**config.mk**
```make
export PLATFORM = sky130hd
export DESIGN_NAME = bidir_shift_reg
export DESIGN_NICKNAME = d
export VERILOG_FILES = /design/src/rtl/bidir_shift_reg.sv
export SDC_FILE = /design/constraint.sdc
export NUM_CORES = 1
export LEC_CHECK = 0
export ABC_AREA = 0
export BUFFER_PORTS_ARGS = -buffer_cell sky130_fd_sc_hd__buf_2
export CORE_AREA = 3 3 40 42
export CTS_BUF_LIST = sky130_fd_sc_hd__clkbuf_2 sky130_fd_sc_hd__clkbuf_4 sky130_fd_sc_hd__clkbuf_8
export DETAILED_ROUTE_END_ITERATION = 10
export DIE_AREA = 0 0 43 45
export GPL_TIMING_DRIVEN = 0
export PLACE_DENSITY = 0.59
export SLEW_MARGIN = 0
export SYNTH_ARGS = -nofsm -noshare
export SYNTH_HDL_FRONTEND = slang
export SYNTH_SLANG_ARGS = --single-unit
```
**constraint.sdc**
```tcl
create_clock -name CK -period 2 [get_ports CK]
set_clock_uncertainty 0.2 [all_clocks]
set_input_delay 0.1 -clock CK [delete_from_list [all_inputs] [get_ports CK]]
set_output_delay 0.1 -clock CK [all_outputs]
set_load 0.005 [all_outputs]
```
**src/rtl/bidir_shift_reg.sv**
```systemverilog
// Bidirectional shift register: hold, shift right, shift left, parallel load.
// Drives the lamp row of the lampball game; SROUT comes straight from flops.
module bidir_shift_reg #(
    parameter int WIDTH = 8
) (
    input  logic             CK,
    input  logic             CLEAR,
    input  logic [WIDTH-1:0] SRIN,
    input  logic [1:0]       SEL,
    input  logic             SIL,
    input  logic             SIR,
    output logic [WIDTH-1:0] SROUT
);

    typedef enum logic [1:0] {
        MODE_HOLD  = 2'b00,
        MODE_RIGHT = 2'b01,
        MODE_LEFT  = 2'b10,
        MODE_LOAD  = 2'b11
    } mode_e;

    logic [WIDTH-1:0] sr_q;
    logic [WIDTH-1:0] sr_d;
    logic [WIDTH-1:0] sir_msb;
    logic [WIDTH-1:0] sil_lsb;

    // Serial bits placed at their entry positions; works for WIDTH=1 too
    assign sir_msb = WIDTH'(SIR) << (WIDTH - 1);
    assign sil_lsb = WIDTH'(SIL);

    always_comb begin
        sr_d = sr_q;
        unique case (mode_e'(SEL))
            MODE_HOLD:  sr_d = sr_q;
            MODE_RIGHT: sr_d = (sr_q >> 1) | sir_msb;
            MODE_LEFT:  sr_d = (sr_q << 1) | sil_lsb;
            MODE_LOAD:  sr_d = SRIN;
        endcase
    end

    always_ff @(posedge CK or posedge CLEAR) begin
        if (CLEAR) begin
            sr_q <= '0;
        end else begin
            sr_q <= sr_d;
        end
    end

    assign SROUT = sr_q;

endmodule

```
==> impl_metrics.yaml, run 1 <==
layout:
  largest_reg_flops: 8
  design_area_um2: 693
  area_growth_pct: 70.5
  drive_gt1_share_pct: 57.1
  final_cells: 71
  num-nets-final: 72
  antenna_cells: 0
  final_util_pct: 53.9
route:
  via_count: 328
  wl_per_cell_um: 13.4
  drc: 0
  firstDrtPassIters: 1
  via_per_inst: 4.62
  ant_nets: 0
  routed_wl_um: 953
  drt-initial-drc-count: 0
worst_setup_path:
  worstSetupPathType: "in2reg"
  arrival_ns: 1.78
  reg2reg_depth: 2
  r2r-start: "SROUT[3]"
  cp_max_fo: 1
  worst_ep_required_time_ns: 1.92
  r2r-end: "SROUT[4]"
  worstSetupStartpointType: "input port"
  end_kind: "flip-flop"
  r2r_slack_ns: 0.25
cts:
  post_cts_buffers: 0
  cts_tree: "built"
  clkSlewWorstSetupHoldPaths_ns: 0.05
  cts_made_buffers: 3
  cts_sinks: 8
  ctsRootBufferMaster: "clkbuf_4"
  clk_path_buf_depth: 2
  insertion_delay_ns: 0.25
  h-tree-depth: 1
flow_run:
  max_cap_viol_count: 0
place:
  buffer_ports.inserted: 19
  dpl.cell_count: 53
  placed_cell_area_um2: 520
  pre_cts_ws_ns: 0.791
  gp_congestion: 0.710
run_status:
  status: "finished with violations"
  violations: "negative hold slack"
pwr:
  p_per_area_mw_per_mm2: 759
  leakagePower_nw: 0.314
  ir_drop_mv: 0.416
  power_mw: 0.526
logic_synthesis:
  yosysTopAreaCell: "dfrtp_1"
  yosysWarningCount: 0
  ys.flop_type: "dfrtp_1"
  synth.area.top_cells: "dfrtp_1 49%, mux4_2 44%, buf_6 5.5%"
  ys_seq_area_share_pct: 49.2
  syn-num-nets: 33
  synth_edf_count: 0
  netlist_top_cells_count: "8 x dfrtp_1, 8 x mux4_2, 2 x buf_6"
  yosysTopAreaCellShare_pct: 49.2
  netlist_area_um2: 407
  synth_cells: 19
  ys_seq_elements: 8
  async_flop_share_pct: 100
  syn_area_per_cell_um2: 21.4
  synth_cell_types: 4
die:
  die_h_um: 45
  fp-row-count: 13
  initial_core_util_pct: 31.6
  io_pins: 22
  die_w_um: 43
  die-area_mm2: 0.00194
  core_mm2: 0.00128
global_route:
  grt_max_degree: 9
  grt_usage_pct: 12.4
  grt_pass1_wl_um: 1710
  grt_pass1_vias: 357
  grt_use_met1_pct: 16.0
  antenna_found_initial: 0
  grt_remaining_overflow: 0
  use_met2_pct: 18.9
  grtUsageMet3_pct: 4.78
  busiest_layer: "met2"
timing:
  finalCritPeriodShare_pct: 92.9
  setup_viol: 0
  min_period_ns: 1.86
  hold_violations: 1
  maxSlewHeadroom_pct: 79.6
  fin_ws_ns: 0.142
  slew_viol_final: 0
  worst_pin_slew_ns: 0.305
  rsz0062_at_grt: "no"
  whs_ns: -0.00190
  tns_ns: 0
  fmax_ghz: 0.538
worst_hold_path:
  whs_endpoint: "SROUT[2]"
  holdCritStartpoint: "SEL[0]"
  min_path_cells: 2
  hold_path.class: "in2reg"
## timing repair
action | CTS | global route
endpoints found under the hold margin | 16 | 0
hold buffers | 15 | 0
gates resized for setup | 0 | 0
## routing by layer
| metal | wire [µm] | share of wire [%] |
|---|---|---|
| met3 | 64 | 6.7 |
| met1 | 413 | 43 |
| met2 | 475 | 50 |
| met4 | 0 | 0 |
| met5 | 0 | 0 |
## kinds of logic (layout without fill, tap and decap cells)
group                  Yosys count  after routing  share of synthesized area, %
multiplexers                     8              8                          44.3
flip-flops                       8              8                          49.2
buffers and inverters            3             40                          6.46
## worst max path at each step
| stage | from | end | slack (ns) | cells past startpoint |
|---|---|---|---|---|
| after floorplan | SROUT[5] | SROUT[6] | 0.83 | 1 |
| after global placement | SROUT[5] | SROUT[6] | 0.82 | 1 |
| after detailed placement | SROUT[4] | SROUT[3] | 0.79 | 1 |
| after CTS | SRIN[5] | SROUT[5] | 0.17 | 4 |
| after global routing | SRIN[6] | SROUT[6] | 0.13 | 4 |
| final | SRIN[1] | SROUT[1] | 0.14 | 4 |
## layout by cell type (no fill, tap or decap)
cell type and instances:
dlygate4sd3_1 15, buf_2 19, inv_1 1, buf_6 2, clkbuf_4 3, dfrtp_1 8
mux4_2 8
## worst max-delay path, cell delays in order
cell and delay (ns):
dlygate4sd3_1 0.55, buf_2 0.12, mux4_2 0.44, dlygate4sd3_1 0.57
## cell type report
class | instances | area (µm²)
Fill cell | 115 | 592
Inverter | 1 | 3.75
Clock buffer | 3 | 22.5
Timing Repair Buffer | 34 | 245
Tap cell | 15 | 18.8
Multi-Input combinational cell | 8 | 180
Buffer | 2 | 22.5
Sequential cell | 8 | 200
## power by group
group	leakage, nW	switching [mW]	internal, mW
logic	0.207	0.0459	0.130
clock network	0.0138	0.0515	0.0685
registers	0.0937	0.0329	0.197
total	0.314	0.130	0.396
No activity file was read; power rests on OpenSTA's default activity.
==> run 2, diff against run 1 <==
- RECOVER_POWER: not set -> 50
==> impl_metrics.yaml, run 2 (synthesis gave the netlist of run 1 again) <==
global_route:
  grt_pass1_wl_um: 1710
  grt_usage_pct: 12.4
  grt_max_degree: 9
  grt_pass1_vias: 357
  grt_remaining_overflow: 0
  antenna_found_initial: 0
layout:
  seqCellArea_um2: 200
  fillers: 115
  mostFrequentLayoutCells: "17 x buf_2, 15 x dlygate4sd3_1, 8 x dfrtp_1, 8 x mux4_2, 3 x clkbuf_4"
  largest_reg_flops: 8
  antenna_cells: 0
  drive_gt1_share_pct: 53.6
  final_common_cell: "buf_2"
  final_util_pct: 53.7
  num-nets-final: 72
  area_growth_pct: 69.8
  multi_input_area_um2: 180
route:
  ant_nets: 0
  via_count: 328
  drc: 0
  via_per_inst: 4.62
  drt-initial-drc-count: 0
  routed_wl_um: 954
  wl_per_cell_um: 13.4
  firstDrtPassIters: 1
pwr:
  p_per_area_mw_per_mm2: 759
  leakagePower_nw: 0.308
  ir_drop_mv: 0.416
cts:
  cts_tree: "built"
  clkSlewWorstSetupHoldPaths_ns: 0.05
  insertion_delay_ns: 0.25
  clk_path_buf_depth: 2
  cts_made_buffers: 3
  ctsRootBufferMaster: "clkbuf_4"
  h-tree-depth: 1
  cts_sinks: 8
die:
  die-area_mm2: 0.00194
  io_pins: 22
  core_mm2: 0.00128
  die_h_um: 45
  fp-row-count: 13
  initial_core_util_pct: 31.6
  die_w_um: 43
flow_run:
  max_cap_viol_count: 0
run_status:
  violations: "negative hold slack"
  status: "finished with violations"
timing:
  finalCritPeriodShare_pct: 92.9
  worst_pin_slew_ns: 0.305
  hold_violations: 1
  slew_viol_final: 0
  setup_viol: 0
  rsz0062_at_grt: "no"
  whs_ns: -0.00190
  fmax_ghz: 0.538
  tns_ns: 0
  fin_ws_ns: 0.142
  min_period_ns: 1.86
  maxSlewHeadroom_pct: 79.6
worst_setup_path:
  worstSetupStartpointType: "input port"
  cp_max_fo: 1
  worstSetupPathType: "in2reg"
  end_kind: "flip-flop"
  arrival_ns: 1.78
  worst_ep_required_time_ns: 1.92
  r2r_slack_ns: 0.25
worst_hold_path:
  hold_path.class: "in2reg"
place:
  buffer_ports.inserted: 19
  pre_cts_ws_ns: 0.791
  gp_congestion: 0.710
[run 2: cell count changes in the layout (fill, tap and decap cells not counted)]
cell      delta
buf_2        -2
clkbuf_1     +2
[run 2: layout make-up]
cell class | instances | area share [%]
Inverter | 1 | 0.543
Tap cell | 15 | 2.72
Multi-Input combinational cell | 8 | 26.1
Clock buffer | 3 | 3.26
Buffer | 2 | 3.26
Timing Repair Buffer | 34 | 35.1
Sequential cell | 8 | 29.0
[run 2: path summary, 6_finish.rpt]
check,from,to,cells past startpoint
min reg2reg,SROUT[2],SROUT[2],1
max,SRIN[1],SROUT[1],4
min in group asynchronous,CLEAR,SROUT[4],3
max reg2reg,SROUT[3],SROUT[4],2
max in group asynchronous,CLEAR,SROUT[7],3
min,SEL[0],SROUT[2],2
[run 2: through the flow]
step / cells / power [mW] / area [µm²]
2_1_floorplan: 19 / 0.300 / 407
3_3_place_gp: 53 / 0.355 / 520
3_5_place_dp: 53 / 0.361 / 520
4_1_cts: 71 / 0.533 / 693
5_1_grt: 71 / 0.564 / 691
6_report: 71 / 0.524 / 691
[run 2: routing by layer]
metal	share of wire (%)	up-vias	GRT usage (%)
li1	-	153	-
met1	44	163	16.0
met2	50	12	18.9
met3	6.7	0	4.78
met4	0	0	5.42
met5	0	-	0
[run 2: critical path, stage by stage]
cell and delay (ns):
dlygate4sd3_1 0.55, buf_2 0.12, mux4_2 0.44, dlygate4sd3_1 0.57
[run 2: power breakdown]
part           leakage, nW  internal, mW  switching (mW)
Combinational        0.201         0.128          0.0459
Clock               0.0138        0.0685          0.0515
Sequential          0.0937         0.197          0.0332
Total                0.308         0.394           0.131
[run 2: what timing repair did]
item | 4_1_cts | 5_1_grt
hold buffers | 15 | 0
buffers inserted | 0 | 0
gates resized for setup | 0 | 0
endpoints found under the hold margin | 16 | 0
